File: src/rtl/shift_reg_seq.sv
// shift_reg_seq: multi-cycle shifter/rotator (LSL, LSR, ASR, ROL, ROR) that
// moves up to STEP bits per clock, with valid/ready handshakes on both sides.
//
// Ports:
//   clk_i, reset_ni          clock, asynchronous active-low reset
//   in_valid_i, in_ready_o   operand handshake (ready only in IDLE)
//   din_i, amt_i, mode_i     operand, shift amount, mode (sampled at accept)
//   abort_i                  cancel the operation in SHIFT or DONE
//   out_valid_o, out_ready_i result handshake (valid only in DONE)
//   dout_o                   working/result register
//   busy_o                   high in SHIFT or DONE
//   carry_o                  last bit shifted out (SHIFT_REG_SEQ_CARRY_EN only)
//
// Optional feature macro: SHIFT_REG_SEQ_CARRY_EN adds carry_o.

module shift_reg_seq #(
    parameter int SIZE  = 8,
    parameter int STEP  = 1,
    parameter int AMT_W = 4
) (
    input  logic             clk_i,
    input  logic             reset_ni,
    input  logic             in_valid_i,
    output logic             in_ready_o,
    input  logic [SIZE-1:0]  din_i,
    input  logic [AMT_W-1:0] amt_i,
    input  logic [2:0]       mode_i,
    input  logic             abort_i,
    output logic             out_valid_o,
    input  logic             out_ready_i,
    output logic [SIZE-1:0]  dout_o,
    output logic             busy_o
`ifdef SHIFT_REG_SEQ_CARRY_EN
    ,
    output logic             carry_o
`endif
);

    localparam logic [1:0] IDLE  = 2'd0;
    localparam logic [1:0] SHIFT = 2'd1;
    localparam logic [1:0] DONE  = 2'd2;

    localparam logic [2:0] MODE_LSL = 3'b000;
    localparam logic [2:0] MODE_LSR = 3'b001;
    localparam logic [2:0] MODE_ASR = 3'b010;
    localparam logic [2:0] MODE_ROL = 3'b011;
    localparam logic [2:0] MODE_ROR = 3'b100;

    logic [1:0]       state_q;
    logic [SIZE-1:0]  dout_q;
    logic [AMT_W-1:0] rem_q;
    logic [2:0]       mode_q;

    logic [AMT_W-1:0] k;
    logic [AMT_W-1:0] rem_nxt;
    logic [SIZE-1:0]  step_d;

`ifdef SHIFT_REG_SEQ_CARRY_EN
    logic carry_q;
    logic step_c;
`endif

    // k = min(STEP, rem). When STEP exceeds the largest encodable amount
    // the comparison always picks rem, so the cast below never truncates.
    always_comb begin
        if (32'(rem_q) > STEP) begin
            k = AMT_W'(STEP);
        end else begin
            k = rem_q;
        end
        rem_nxt = rem_q - k;
    end

    // A k-bit step is built from k single-bit steps so the carry naturally
    // ends up as the last bit that left the word (or wrapped around).
    always_comb begin
        step_d = dout_q;
`ifdef SHIFT_REG_SEQ_CARRY_EN
        step_c = carry_q;
`endif
        for (int i = 0; i < STEP; i++) begin
            if (32'(i) < 32'(k)) begin
`ifdef SHIFT_REG_SEQ_CARRY_EN
                if (mode_q == MODE_LSL || mode_q == MODE_ROL) begin
                    step_c = step_d[SIZE-1];
                end else begin
                    step_c = step_d[0];
                end
`endif
                case (mode_q)
                    MODE_LSL: step_d = {step_d[SIZE-2:0], 1'b0};
                    MODE_LSR: step_d = {1'b0, step_d[SIZE-1:1]};
                    MODE_ASR: step_d = {step_d[SIZE-1], step_d[SIZE-1:1]};
                    MODE_ROL: step_d = {step_d[SIZE-2:0], step_d[SIZE-1]};
                    MODE_ROR: step_d = {step_d[0], step_d[SIZE-1:1]};
                    default:  step_d = step_d;
                endcase
            end
        end
    end

    always_ff @(posedge clk_i or negedge reset_ni) begin
        if (!reset_ni) begin
            state_q <= IDLE;
            dout_q  <= '0;
            rem_q   <= '0;
            mode_q  <= MODE_LSL;
        end else begin
            unique case (state_q)
                IDLE: begin
                    // abort_i has no effect here; the operand is still taken
                    if (in_valid_i) begin
                        dout_q <= din_i;
                        rem_q  <= amt_i;
                        mode_q <= mode_i;
                        if (amt_i == '0 || mode_i > MODE_ROR) begin
                            state_q <= DONE;
                        end else begin
                            state_q <= SHIFT;
                        end
                    end
                end
                SHIFT: begin
                    if (abort_i) begin
                        state_q <= IDLE;
                        rem_q   <= '0;
                    end else begin
                        dout_q <= step_d;
                        rem_q  <= rem_nxt;
                        if (rem_nxt == '0) begin
                            state_q <= DONE;
                        end
                    end
                end
                DONE: begin
                    if (abort_i) begin
                        state_q <= IDLE;
                        rem_q   <= '0;
                    end else if (out_ready_i) begin
                        state_q <= IDLE;
                    end
                end
                default: begin
                    state_q <= IDLE;
                end
            endcase
        end
    end

`ifdef SHIFT_REG_SEQ_CARRY_EN
    always_ff @(posedge clk_i or negedge reset_ni) begin
        if (!reset_ni) begin
            carry_q <= 1'b0;
        end else if (state_q == IDLE && in_valid_i) begin
            carry_q <= 1'b0;
        end else if (state_q == SHIFT && !abort_i) begin
            carry_q <= step_c;
        end
    end

    assign carry_o = carry_q;
`endif

    assign in_ready_o  = (state_q == IDLE);
    assign out_valid_o = (state_q == DONE);
    assign busy_o      = (state_q == SHIFT) || (state_q == DONE);
    assign dout_o      = dout_q;

endmodule

File: config.mk
export PLATFORM = sky130hd
export DESIGN_NAME = shift_reg_seq
export DESIGN_NICKNAME = d
export VERILOG_FILES = /design/src/rtl/shift_reg_seq.sv
export SDC_FILE = /design/constraint.sdc
export NUM_CORES = 1
export LEC_CHECK = 0
export CORE_UTILIZATION = 51
export CTS_BUF_LIST = sky130_fd_sc_hd__clkbuf_4 sky130_fd_sc_hd__clkbuf_8
export DETAILED_ROUTE_END_ITERATION = 12
export PLACE_DENSITY = 0.82
export SLEW_MARGIN = 20
export SYNTH_ARGS = -nofsm -noshare
export SYNTH_HDL_FRONTEND = slang
export SYNTH_SLANG_ARGS = --single-unit
export TNS_END_PERCENT = 1
File: constraint.sdc
create_clock -name clk_i -period 2.4 [get_ports clk_i]
set_input_delay 0.6 -clock clk_i [delete_from_list [all_inputs] [get_ports clk_i]]
set_output_delay 0.6 -clock clk_i [all_outputs]
set_load 0.02 [all_outputs]
==> impl_metrics.prom <==
# TYPE chip_impl_metric gauge
chip_impl_metric{name="worstRegToRegCells",unit=""} 7
chip_impl_metric{name="yosys_warnings",unit=""} 0
chip_impl_metric{name="gp_routability_congestion",unit=""} 0.8042
chip_impl_metric{name="insertion_delay",unit="ns"} 0.29
chip_impl_metric{name="dp_slack",unit="ns"} 0.1354
chip_impl_metric{name="synth-edff-count",unit=""} 0
chip_impl_metric{name="synth-seq-cells",unit=""} 17
chip_impl_metric{name="cp.arrival",unit="ns"} 1.61
chip_impl_metric{name="ys_seq_area_share",unit="%"} 32.57
chip_impl_metric{name="placement.cell_area",unit="um^2"} 1643
chip_impl_metric{name="setup_violations",unit=""} 0
chip_impl_metric{name="via_count",unit=""} 1200
chip_impl_metric{name="synth_mux_area_share",unit="%"} 16.38
chip_impl_info{name="timing.hold.worst.start",value="state_q[0]"} 1
chip_impl_metric{name="fin_skew",unit="ns"} 0.005453
chip_impl_metric{name="crit_fanout",unit=""} 4
chip_impl_info{name="clock_tree_from_tritoncts",value="yes"} 1
chip_impl_metric{name="cts-buffers-inserted",unit=""} 3
chip_impl_metric{name="design.core.area",unit="um^2"} 2318
chip_impl_metric{name="fillerInstances",unit=""} 171
chip_impl_info{name="rsz_0062_raised_after_global_routing",value="no"} 1
chip_impl_metric{name="grt.total_usage",unit="%"} 27.35
chip_impl_info{name="critical_path.reg2reg.endpoint",value="state_q[0]"} 1
chip_impl_metric{name="avgRoutedWirePerCell",unit="um"} 16.35
chip_impl_metric{name="clockBufferDepth",unit=""} 2
chip_impl_metric{name="std_cell_rows",unit=""} 17
chip_impl_metric{name="postRouteAntennaNets",unit=""} 0
chip_impl_metric{name="power.density_cell_area",unit="nW/um^2"} 1464
chip_impl_metric{name="yosys.cell_types.count",unit=""} 43
chip_impl_metric{name="first_global_vias",unit=""} 1218
chip_impl_metric{name="initialDrtViolationCount",unit=""} 32
chip_impl_metric{name="fmax",unit="MHz"} 453.0
chip_impl_info{name="worst_hold_path_type",value="flop to flop"} 1
chip_impl_metric{name="design_area",unit="um^2"} 1675
chip_impl_metric{name="synth_compound_area_share",unit="%"} 25.57
chip_impl_metric{name="drt-pass1-iter-count",unit=""} 4
chip_impl_metric{name="io_buffers",unit=""} 30
chip_impl_metric{name="hold_violations",unit=""} 0
chip_impl_info{name="largest_family_of_logic_cells_by_synthesized_area",value="compound AO/OA/AOI/OAI gates"} 1
chip_impl_metric{name="vdd.ir_drop.worst",unit="V"} 0.001022
chip_impl_metric{name="layout-drive-gt1-share",unit="%"} 15.38
chip_impl_metric{name="total_leakage_power",unit="nW"} 0.7234
chip_impl_metric{name="drt-vias-per-instance",unit=""} 6.091
chip_impl_metric{name="tightestPinTransition",unit="ns"} 0.4845
chip_impl_metric{name="layout_worst_path_cycle_share",unit="%"} 91.97
chip_impl_metric{name="chipHeight",unit="um"} 52.61
chip_impl_metric{name="initial_utilization",unit="%"} 56.34
chip_impl_metric{name="synth.cell_area",unit="um^2"} 1306
chip_impl_metric{name="total_die_area",unit="um^2"} 2768
chip_impl_info{name="timing.setup.critical_path_class",value="flop to output port"} 1
chip_impl_metric{name="global_route.overflow_total",unit=""} 0
chip_impl_metric{name="slack_of_the_worst_reg_to_reg_path",unit="ns"} 0.40
chip_impl_info{name="timing.critical_path.to_type",value="output port"} 1
chip_impl_info{name="status",value="finished, final reports clean"} 1
chip_impl_metric{name="critical_path_required",unit="ns"} 1.80
chip_impl_metric{name="grt_antenna_before_repair",unit=""} 0
chip_impl_metric{name="clock_sink_count",unit=""} 17
chip_impl_info{name="cts_root_buffer",value="clkbuf_4"} 1
chip_impl_info{name="crit_path_start_kind",value="flop"} 1
chip_impl_metric{name="relSlewSlack",unit="%"} 67.27
chip_impl_metric{name="cts.reportedPaths.clkPinSlew",unit="ns"} 0.10
chip_impl_metric{name="area_delta_synth_final",unit="%"} 28.26
chip_impl_info{name="min_to",value="state_q[0]"} 1
chip_impl_metric{name="synth_simple_gate_area_share",unit="%"} 13.51
chip_impl_metric{name="die_w",unit="um"} 52.61
chip_impl_metric{name="placedCellCount",unit=""} 193
chip_impl_metric{name="insertedDiodeCount",unit=""} 0
chip_impl_metric{name="number_of_top_level_pins",unit=""} 31
chip_impl_metric{name="post_layout_nonfiller_instances",unit=""} 197
chip_impl_info{name="synthFlopType",value="dfrtp_1"} 1
chip_impl_metric{name="grt_pass1_wl",unit="mm"} 5.513
chip_impl_metric{name="synthesized_net_count",unit=""} 161
chip_impl_metric{name="finish.net_count",unit=""} 195
chip_impl_metric{name="synth-adder-area-share",unit="%"} 4.789
chip_impl_metric{name="worst_hold_path.num_cells",unit=""} 1
chip_impl_metric{name="cts_htree_levels",unit=""} 1
chip_impl_metric{name="final_worst_path_setup_slack",unit="ns"} 0.1927
chip_impl_metric{name="syn_inst",unit=""} 136
chip_impl_metric{name="cap_violations",unit=""} 0
chip_impl_metric{name="wirelength",unit="mm"} 3.221
chip_impl_metric{name="avgSynthCellArea",unit="um^2"} 9.605
chip_impl_metric{name="timing_max_transition_violations_final",unit=""} 0
chip_impl_metric{name="grt_max_degree",unit=""} 18
chip_impl_metric{name="residual_drc_count",unit=""} 0
chip_impl_metric{name="asyncSetResetFlopFracSynth",unit="%"} 100.0
chip_impl_metric{name="end_of_flow_core_utilization",unit="%"} 72.26
chip_impl_metric{name="accumulated_negative_setup_slack",unit="ns"} 0
chip_impl_info{name="worstReg2RegStart",value="rem_q[1]"} 1
chip_impl_metric{name="synth_xor_area_share",unit="%"} 2.107
chip_impl_metric{name="post-route-min-period",unit="ns"} 2.207
chip_impl_metric{name="dp.final_hpwl",unit="mm"} 2.455
==> repair_timing <==
item | CTS | global route
gates resized for setup | 0 | 2
buffers inserted | 0 | 0
endpoints found under the setup margin | 0 | 2
hold buffers | 0 | 0
==> synthesized netlist by cell type, drive strengths merged (2+ instances only) <==
| cell type | instances | share of area (%) |
|---|---|---|
| a211oi | 6 | 3.4 |
| a21oi | 4 | 1.5 |
| buf | 4 | 2.5 |
| clkbuf | 3 | 0.86 |
| dfrtp | 17 | 33 |
| ha | 5 | 4.8 |
| inv | 6 | 1.7 |
| mux2 | 12 | 12 |
| mux2i | 6 | 4.6 |
| nand2 | 5 | 1.4 |
| nand2b | 3 | 1.4 |
| nor2 | 11 | 3.2 |
| nor2b | 2 | 0.96 |
| nor3 | 4 | 1.5 |
| o211ai | 3 | 1.7 |
| o21a | 3 | 1.7 |
| o21ai | 11 | 4.2 |
| o22ai | 5 | 2.4 |
| o2bb2ai | 2 | 1.3 |
| o31a | 3 | 2.1 |
| o41ai | 2 | 1.3 |
| or2 | 2 | 0.96 |
==> sequential cells by signal, summed over array words and instances, names as in the netlist <==
name     count
mode_q       3
rem_q        4
state_q      2
dout_o       8
==> placed cells by master, fill, tap and decap left out, drive strengths merged, types with 3 or more instances in the layout <==
cell,instances
o21ai,11
ha,5
o211ai,3
nand2,5
clkbuf,3
o22ai,5
mux2i,6
o21a,3
nor3,4
clkdlybuf4s50,28
nand2b,3
a211oi,6
nor2,11
buf,6
dfrtp,17
mux2,12
o31a,3
a21oi,4
inv,6
==> layer usage <==
metal	vias up	routed length (um)	global-route usage, %
met5	-	0	0
met4	0	23	6.579
met3	4	125	5.797
met2	32	1546	45.36
met1	582	1525	35.89
li1	582	-	-
==> worst max-delay path: stages, from the launching register on <==
cell,delay [ns]
dfrtp_1,0.43
inv_1,0.11
ha_1,0.18
clkdlybuf4s50_1,0.61
==> where the power goes <==
group          switching (W)  internal [W]
combinational       0.000780      0.000841
clock              0.0000930     0.0000620
sequential          0.000244      0.000432
total                0.00112       0.00134
==> layout make-up <==
class	count	area [um^2]	share of cell area, %
well taps	28	35.03	2.091
inverters	6	22.52	1.344
clock inverters	1	5.005	0.2987
clock buffers	3	22.52	1.344
repair buffers	36	350.3	20.91
multi-input cells	106	814.5	48.62
flip-flops and latches	17	425.4	25.39
==> worst max path at each step <==
stage | start | endpoint | slack (ns) | cells after the start
detailed placement | abort_i | dout_o[3] | 0.14 | 4
global placement | abort_i | dout_o[1] | 0.22 | 4
floorplan | state_q[0] | dout_o[1] | 0.54 | 7
CTS | state_q[0] | busy_o | 0.03 | 3
global route | state_q[0] | out_valid_o | 0.12 | 3
finish | state_q[0] | out_valid_o | 0.19 | 3
==> metrics by stage <==
stage / total power, W / hold slack, ns
floorplan: 0.001819 / 0.3044
global route: 0.002641 / 0.6296
global placement: 0.002224 / 0.5613
detailed placement: 0.002284 / 0.5705
finish: 0.002452 / 0.6003
CTS: 0.002449 / 0.5957
==> cells by family (layout without fill, tap and decap cells) <==
group	Yosys count	count (layout)
simple gates	34	34
buf+inv	13	46
flops	17	17
xor+xnor	1	1
mux	18	18
fa+ha+maj	5	5
compound gates	48	48
Note: power is estimated with default switching activity, not from simulation.
